**src/rtl/mux_rr_reg.sv**
```systemverilog
// N-channel registered multiplexer with fixed-select or round-robin grant into a one-entry output register.
// Optional channel lock (lock input, sticky grant) is built when MUX_LOCK_EN is defined.
module mux_rr_reg #(
   parameter int DW  = 8,
   parameter int NCH = 8,
   parameter int SW  = 3
) (
   input  logic              clk,
   input  logic              rst_n,
`ifdef MUX_LOCK_EN
   input  logic              lock,
`endif
   input  logic              mode,
   input  logic [SW-1:0]     select,
   input  logic [NCH-1:0]    in_valid,
   output logic [NCH-1:0]    in_ready,
   input  logic [NCH*DW-1:0] in_data,
   output logic              out_valid,
   input  logic              out_ready,
   output logic [DW-1:0]     out_data,
   output logic [SW-1:0]     out_chan
);

   logic              out_valid_q;
   logic [DW-1:0]     out_data_q;
   logic [SW-1:0]     out_chan_q;
   logic [SW-1:0]     last_q;

   logic [SW-1:0]     g;
   logic              grant_valid;
   logic              ld;
   logic [DW-1:0]     g_data;

   logic [SW-1:0]     hi_g, lo_g;
   logic              hi_f, lo_f;
   logic              sel_ok;

`ifdef MUX_LOCK_EN
   logic              lock_q;
   logic [SW-1:0]     lock_chan_q;
   logic              lock_valid;
`endif

   // Descending scan so the final hit is the lowest index; channels above last win over the wrap-around set.
   always_comb begin
      hi_g   = '0;
      lo_g   = '0;
      hi_f   = 1'b0;
      lo_f   = 1'b0;
      sel_ok = 1'b0;
      for (int k = NCH - 1; k >= 0; k--) begin
         if (in_valid[k]) begin
            if (SW'(k) > last_q) begin
               hi_g = SW'(k);
               hi_f = 1'b1;
            end else begin
               lo_g = SW'(k);
               lo_f = 1'b1;
            end
         end
         if (SW'(k) == select) sel_ok = in_valid[k];
      end
   end

   always_comb begin
      if (mode) begin
         g           = hi_f ? hi_g : lo_g;
         grant_valid = hi_f | lo_f;
      end else begin
         g           = select;
         grant_valid = sel_ok;
      end
`ifdef MUX_LOCK_EN
      lock_valid = 1'b0;
      for (int k = 0; k < NCH; k++) begin
         if (SW'(k) == lock_chan_q) lock_valid = in_valid[k];
      end
      if (lock_q) begin
         g           = lock_chan_q;
         grant_valid = mode ? lock_valid : (lock_valid && (select == lock_chan_q));
      end
`endif
   end

   assign ld = rst_n && (!out_valid_q || out_ready) && grant_valid;

   always_comb begin
      g_data   = '0;
      in_ready = '0;
      for (int k = 0; k < NCH; k++) begin
         if (SW'(k) == g) begin
            g_data      = in_data[k*DW +: DW];
            in_ready[k] = ld;
         end
      end
   end

   always_ff @(posedge clk or negedge rst_n) begin
      if (!rst_n) begin
         out_valid_q <= 1'b0;
         out_data_q  <= '0;
         out_chan_q  <= '0;
         last_q      <= SW'(NCH - 1);
      end else if (ld) begin
         out_valid_q <= 1'b1;
         out_data_q  <= g_data;
         out_chan_q  <= g;
         if (mode) last_q <= g;
      end else if (out_valid_q && out_ready) begin
         out_valid_q <= 1'b0;
      end
   end

`ifdef MUX_LOCK_EN
   // While locked, g is always lock_chan_q, so an unlocked transfer from it simply clears the lock.
   always_ff @(posedge clk or negedge rst_n) begin
      if (!rst_n) begin
         lock_q      <= 1'b0;
         lock_chan_q <= '0;
      end else if (ld) begin
         lock_q <= lock;
         if (lock) lock_chan_q <= g;
      end
   end
`endif

   assign out_valid = out_valid_q;
   assign out_data  = out_data_q;
   assign out_chan  = out_chan_q;

endmodule

```
**config.mk**
```make
export PLATFORM = sky130hd
export DESIGN_NAME = mux_rr_reg
export DESIGN_NICKNAME = d
export VERILOG_FILES = /design/src/rtl/mux_rr_reg.sv
export SDC_FILE = /design/constraint.sdc
export NUM_CORES = 1
export LEC_CHECK = 0
export ABC_AREA = 1
export CORE_UTILIZATION = 42
export DETAILED_ROUTE_END_ITERATION = 10
export MAX_ROUTING_LAYER = met4
export PLACE_DENSITY_LB_ADDON = 0.2
export SETUP_SLACK_MARGIN = 0.3
export SYNTH_ARGS = -nofsm -noshare
export SYNTH_HDL_FRONTEND = slang
export SYNTH_SLANG_ARGS = --single-unit
```
**constraint.sdc**
```tcl
create_clock -name clk -period 5.5 [get_ports clk]
set_clock_uncertainty 0.1 [all_clocks]
set_input_delay 1.1 -clock clk [delete_from_list [all_inputs] [get_ports clk]]
set_output_delay 1.1 -clock clk [all_outputs]
set_load 0.02 [all_outputs]
```
# Yosys cells after proc, flatten, opt, wreduce, memory -nomap -nowiden
# Index checks and enable logic that the tools add are counted.
[classes] add_sub_neg=0 mul=0 div_mod_pow=0 n_lt_le_gt_ge=8 n_eq_ne=14 shift=0 mux=93 bitwise=1 n_reduce_logical=9
[op_table] op="3-bit 2-to-1 mux" n=34
[op_table] op="8-bit 2-to-1 mux" n=8
[op_table] op="1-bit 2-to-1 mux" n=51
[op_table] op="3-bit equality test, first input constant" n=8
[op_table] op="2-bit by 3-bit equality test with 1-bit output, first input constant" n=4
[op_table] op="3-bit greater-than comparator, first input constant" n=4
[op_table] op="1-bit by 3-bit equality test with 1-bit output, first input constant" n=2
[op_table] op="1-bit by 3-bit greater-than comparator with 1-bit output, first input constant" n=2
[op_table] op="2-bit by 3-bit greater-than comparator with 1-bit output, first input constant" n=2
[op_table] op="3-bit logical NOT" n=2
[op_table] op="1-bit logical AND" n=3
[op_table] op="2-bit AND reduction" n=1
[op_table] op="2-bit nonzero test" n=1
[op_table] op="1-bit logical NOT" n=1
[op_table] op="1-bit logical OR" n=1
[op_table] op="1-bit OR" n=1
[word_totals] register_bits=15 latch_bits=0 ramBits=0 romBits=0 in_bits=79 output_inout_bits=20 wordCells=129 memories=0

# Depth between registers and ports, before layout
# Gate-level depths: netlist of run 1.
[logic_depth] depth_word=28 ltp_mapped=20 mapped_depth_nobuf=19

# Least setup slack after synthesis of run 1
# No wires, ideal clock.
[synth_timing] path_kind="in2out" startpoint="in select[0]" endpoint="out in_ready[1]" arrival_ns=2.837 required_time_ns=4.300 slack_ns=1.463 cell_stages=10 path_buffers=1 path_cell_list="inv_1 -> nand2_1 -> o21ai_0 -> o21ai_0 -> a21oi_1 -> nor3_1 -> nor3b_2 -> inv_2 -> clkbuf_1 -> nor4_1"
[synth_via] elab_chain_cells=12 word_cells_on_any_way=21 cone_classes="8 x eq/ne; 11 x mux; 2 x reduce/logical"
[synth_lines] element="from (decl)" line_no="14" text="input logic [SW-1:0] select,"
[synth_lines] element="3-bit equality test" line_no="61" text="if (SW'(k) == select) sel_ok = in_valid[k];"
[synth_lines] element="1-bit 2-to-1 mux (8 in a row)" line_no="61"
[synth_lines] element="1-bit 2-to-1 mux" line_no="66" text="if (mode) begin"
[synth_lines] element="1-bit logical AND" line_no="85" text="assign ld = rst_n && (!out_valid_q || out_ready) && grant_valid;"
[synth_lines] element="1-bit 2-to-1 mux *" line_no="91" text="if (SW'(k) == g) begin"
[synth_lines] element="to (decl)" line_no="16" text="output logic [NCH-1:0] in_ready,"
# Every way passes the cells marked *; elsewhere a longest branch is shown, timed or not.

# Worst setup path after layout of run 1
[layout_timing] startpoint="in select[0]" endpoint="out in_ready[5]"
# Same word-level chain as after synthesis.

==> results of run 1 <==
-- area by class of cell --
cell class / instances / area (um^2) / area share, %
Multi-Input combinational cell: 246 / 1190 / 42.2
Inverter: 32 / 123 / 4.35
Sequential cell: 15 / 379 / 13.4
Clock buffer: 3 / 41.3 / 1.46
Clock inverter: 1 / 5.00 / 0.178
Timing Repair Buffer: 103 / 1020 / 36.1
Tap cell: 50 / 62.6 / 2.22
-- routing by layer --
metal	wire length [um]	global-route usage, %	share of wire (%)	vias to the layer above
met3	280	3.60	4.8	6
li1	-	-	-	1181
met1	2460	33.2	42	1002
met4	53	3.72	0.91	0
met5	0	-	0	-
met2	3030	46.5	52	91
-- layout by cell type (no fill, tap or decap), types with 3 or more instances in the layout --
cell and n:
a21oi_1 4, buf_4 5, clkbuf_8 3, clkdlybuf4s50_1 98, dfrtp_1 12, dfstp_2 3
inv_1 27, inv_2 4, nand2_1 101, nand2_2 6, nand3_1 24, nand4_1 26
nor2_1 48, nor2_2 3, nor2_4 4, nor3_1 6, o21ai_0 9
-- final timing paths --
kind	depth (start not counted)	to	slack, ns	start
worst min register to register	2	out_chan[2]	0.38	out_chan[2]
worst max-delay path	12	in_ready[5]	0.52	select[0]
max in group asynchronous	2	last_q[1]	3.94	rst_n
min in group asynchronous	2	out_chan[1]	1.12	rst_n
worst max register to register	14	out_data[3]	2.73	last_q[2]
worst min-delay path	2	out_chan[2]	0.38	out_chan[2]
-- worst min-delay path, stage by stage, from the launching register on --
cell,delay (ns)
dfrtp_1,0.35
nand2_1,0.05
nand2_1,0.05
-- power by group through the flow --
| stage | sequential [W] | combinational [W] | clock, W |
|---|---|---|---|
| 6_report | 0.000191 | 0.000483 | 0.0000873 |
| 3_3_place_gp | 0.000192 | 0.000471 | 0 |
| 5_1_grt | 0.000197 | 0.000530 | 0.0000945 |
| 4_1_cts | 0.000191 | 0.000481 | 0.0000880 |
| 3_5_place_dp | 0.000190 | 0.000479 | 0 |
| 2_1_floorplan | 0.000216 | 0.000276 | 0 |
-- registers in the layout (all words and copies together), names as in the netlist --
signal     cells
out_data       8
last_q         3
out_chan       3
out_valid      1
-- repair_timing --
item / CTS / global route
endpoints found under the hold margin: 0 / 0
resized for setup: 0 / 1
setup buffers: 0 / 3
endpoints found under the setup margin: 0 / 2
-- cell families (layout without fill, tap and decap cells) --
kind of cell | count (synthesis) | count (layout) | share of synthesized area, %
flip-flops | 15 | 15 | 21.3
buffers and inverters | 45 | 139 | 12.2
AND/OR/NAND/NOR | 225 | 225 | 58.7
AO/OA/AOI/OAI | 21 | 21 | 7.73
-- per-stage QoR --
step           instance area, um^2  power [W]  setup slack (ns)  instances  util [%]
2_1_floorplan                 1780   0.000493              1.46        306         -
3_3_place_gp                  2740   0.000663             0.672        443      68.1
3_5_place_dp                  2740   0.000668             0.536        443      68.1
4_1_cts                       2790   0.000759             0.503        447      69.3
5_1_grt                       2820   0.000821             0.232        450      70.0
6_report                      2820   0.000761             0.521        450      70.0
==> impl_metrics.tcl, run 1 <==
set metrics [dict create \
    drt_iter0_drc 137 \
    end_kind "primary output" \
    wire_per_inst_um 12.9 \
    synth_top_flop_cell "dfrtp_1" \
    cp.required_ns 4.30 \
    path_cells "clkdlybuf4s50_1 > inv_1 > nand2_1 > o21ai_0 > o21ai_0 > a21oi_1 > nor3_1 > nor3b_2 > buf_4 > nand2_1 > nor3_1 > clkdlybuf4s50_1" \
    cts_buffers 3 \
    cts_htree_levels 1 \
    cp_top_family "buffers and inverters" \
    fin_nets 480 \
    seq_area_frac_synth_pct 21.3 \
    path_max_fanout 5 \
    track_usage_pct 26.7 \
    drive_gt1_share_pct 10.3 \
    synthDistinctLibCells 30 \
    max_freq_mhz 201 \
    comb_power_share_pct 63.4 \
    power_leakage_nw 1.29 \
    cpMaxStageDelayCell "clkdlybuf4s50_1" \
    cp_slowest_stage_delay_ns 0.65 \
    setup_viol 0 \
    hp-class "reg -> reg" \
    antenna_found_initial 0 \
    avgSynthCellArea_um2 5.82 \
    grt_pass1_vias 2037 \
    peakVddDrop_uv 317 \
    path_clk_slew_ns 0.06 \
    period_minus_slack_ns 4.98 \
    clkSinkCount 15 \
    core-area_um2 4030 \
    rows 23 \
    hpwlAfterDp_um 4670 \
    die_h_um 67.1 \
    cts_tree "done" \
    synth_top_cell_by_area "nand2_1" \
    setup_tns_ns 0 \
    synthCells 306 \
    synth-seq-cells 15 \
    synthArstFlopShare_pct 100 \
    wirelength_um 5830 \
    path_class "in -> out" \
    pwr-share-seq_pct 25.1 \
    fillers 379 \
    synth_edf_count 0 \
    synth_most_common_cell "nand2_1" \
    slew_viol_final 0 \
    grt_pass1_wl_um 8910 \
    ys_warn_count 0 \
    synth.cell_area_um2 1780 \
    start_util_pct 44.2 \
    area_delta_synth_final_pct 58.3 \
    switching_share_pct 46.1 \
    io_buffers 98 \
    ant_nets 0 \
    yosys-top-cells-area "nand2_1, dfrtp_1, nor2_1" \
    maxCapViolCount 0 \
    fp.dieW_um 67.1 \
    grt_overflow 0 \
    worstPathArrival_ns 3.78 \
    vias_per_cell 5.07 \
    cts_hold_buf 0 \
    slew_headroom_pct 53.7 \
    root_buffer "clkbuf_8" \
    critPathLaunchType "input port" \
    synth_commonest_cells "nand2_1, nor2_1, inv_1" \
    hold_viol 0 \
    hold_ws_ns 0.381 \
    post-route-drc-count 0 \
    rsz0062_at_grt "no" \
    vias 2280 \
    firstDrtPassIters 7 \
    status "complete, no violations" \
    period_share_pct 90.5 \
    clock_power_share_pct 11.5 \
    worst_pin_slew_ns 0.695 \
    synth.top_cell.area_share_pct 21.3 \
    boundaryPins 99 \
    p_sw_w 0.000351 \
    crit_buf_inv 4 \
    grt_max_degree 28 \
    p_per_area_nw_per_um2 270 \
    max-clock-path-buffers 2 \
    clkLatencyLatePin_ns 0.25 \
    die_area_um2 4500 \
    diodes 0 \
    gp_congestion 0.834 \
    internal_power_w 0.000410 \
    syn-num-nets 385 \
]
Power figures use the tool's default switching activity.
==> inputs of run 2 (changes only) <==
PLACE_DENSITY = 0.89   (was unset)
PLACE_DENSITY_LB_ADDON = unset   (was 0.2)
==> run 2 against run 1 <==
  * First-iteration DRC count is 21% higher
  * Core utilization is 0.53 points lower
  * Worst setup slack better by 0.066 ns
  * Total power is 0.53% higher
  * Sequential share of layout area is 0.10 points higher
  * Clock power hardly changed
  * Clock-buffer cell count stayed put
  * Maximum frequency is 1.3% higher
  * Critical path depth is 1 lower
  * Sequential power hardly changed
==> impl_metrics.tcl, run 2 (synthesis results as in run 1) <==
set metrics [dict create \
    status "complete, no violations" \
    maxCapViolCount 0 \
    gp_congestion 0.876 \
    dpl_cell_area_um2 2750 \
    antenna_found_initial 0 \
    final_cell_mix "nand2_1, clkdlybuf4s50_1, nor2_1, inv_1, nand4_1" \
    start_util_pct 44.2 \
    fin_nets 478 \
    fin_total_pwr_w 0.000765 \
    rows 23 \
    hold_viol 0 \
    die_h_um 67.1 \
    die_area_um2 4500 \
    critPathLaunchType "input port" \
    worstPathArrival_ns 3.71 \
    layout_commonest_cell "nand2_1" \
    drt_iter0_drc 166 \
    cts_hold_buf 0 \
    cts_resized 0 \
    slew_headroom_pct 53.8 \
    crit_buf_inv 3 \
    wire_per_inst_um 13.5 \
    cp.required_ns 4.30 \
    hp-class "reg -> reg" \
    period_minus_slack_ns 4.91 \
    path_clk_slew_ns 0.06 \
    io_buffers 98 \
    largest_reg_flops 8 \
    area_delta_synth_final_pct 57.1 \
    cpMaxStageDelayCell "clkdlybuf4s50_1" \
    track_usage_pct 27.6 \
    ant_nets 0 \
    fp.dieW_um 67.1 \
    wirelength_um 6030 \
    post_cts_buffers 0 \
    boundaryPins 99 \
    diodes 0 \
    vias 2353 \
    grt_overflow 0 \
    vias_per_cell 5.25 \
    p_per_area_nw_per_um2 273 \
    max_freq_mhz 204 \
    post-route-drc-count 0 \
    grt_pass1_vias 2122 \
    cts_htree_levels 1 \
    clkLatencyLatePin_ns 0.25 \
    fillers 354 \
    rsz0062_at_grt "no" \
    fin_area_um2 2800 \
    end_kind "primary output" \
    drive_gt1_share_pct 9.55 \
    multi_input_area_um2 1180 \
    cp_slowest_stage_delay_ns 0.67 \
    root_buffer "clkbuf_8" \
    cts_buffers 3 \
    cp_top_family "buffers and inverters" \
    critPathMostFrequentCell "nand2_1" \
    hpwlAfterDp_um 4680 \
    worst_pin_slew_ns 0.693 \
    period_share_pct 89.3 \
    path_max_fanout 13 \
    peakVddDrop_uv 225 \
    power_leakage_nw 1.28 \
    max-clock-path-buffers 2 \
    setup_viol 0 \
    path_class "in -> out" \
    grt_pass1_wl_um 9230 \
    core-area_um2 4030 \
    firstDrtPassIters 4 \
    clkSinkCount 15 \
    grt_max_degree 27 \
    hold_ws_ns 0.395 \
    setup_tns_ns 0 \
    path_cells "clkdlybuf4s50_1 > nand2_1 > nand2_1 > nor2_1 > nand2_1 > inv_2 > nand2_2 > a21oi_4 > nand2_1 > nor3_1 > clkdlybuf4s50_1" \
    regArea_um2 379 \
    cts_tree "done" \
    slew_viol_final 0 \
]
run 2: per-stage QoR:
step | utilization [%] | cells | setup slack [ns]
after floorplan | - | 306 | 1.46
after global placement | 68.3 | 444 | 0.650
after detailed placement | 68.3 | 444 | 0.669
after CTS | 69.4 | 448 | 0.627
after global routing | 69.4 | 448 | 0.436
final | 69.4 | 448 | 0.587
run 2: report_power, final:
part | internal [W] | switching, W | leakage [nW]
sequential | 0.000155 | 0.0000371 | 0.180
combinational | 0.000203 | 0.000282 | 1.07
clock | 0.0000501 | 0.0000373 | 0.0255
run 2: final cells by class:
class,count,area share [%]
timing repair buffer,101,35.9
clock buffer,3,1.48
sequential,15,13.6
inverter,32,4.38
clock inverter,1,0.179
multi-input combinational,246,42.3
tap,50,2.24
run 2: metal layers:
| metal | global-route usage (%) | vias to the layer above | part of all wire (%) |
|---|---|---|---|
| li1 | - | 1175 | - |
| met1 | 33.5 | 1055 | 43 |
| met2 | 49.1 | 115 | 50 |
| met3 | 3.60 | 8 | 6.8 |
| met4 | 4.26 | 0 | 0.91 |
| met5 | - | - | 0 |
run 2: worst reg2reg max path: cells and delay by family, from the launching register on:
kind | cells | cell delay, ns
buffers and inverters | 2 | 0.17
AOI/OAI and AO/OA | 2 | 0.53
DFF | 1 | 0.62
and+or+nand+nor | 10 | 1.26
run 2: worst paths after layout:
check                       startpoint           to  slack [ns]  depth (start not counted)
setup / recovery           in_valid[2]  in_ready[0]        0.59                         11
hold / removal             out_data[6]  out_data[6]        0.40                          2
setup reg to reg             last_q[2]  out_data[3]        2.74                         14
hold reg to reg            out_data[6]  out_data[6]        0.40                          2
max in group asynchronous        rst_n    last_q[2]        3.99                          2
min in group asynchronous        rst_n    out_valid        1.06                          2
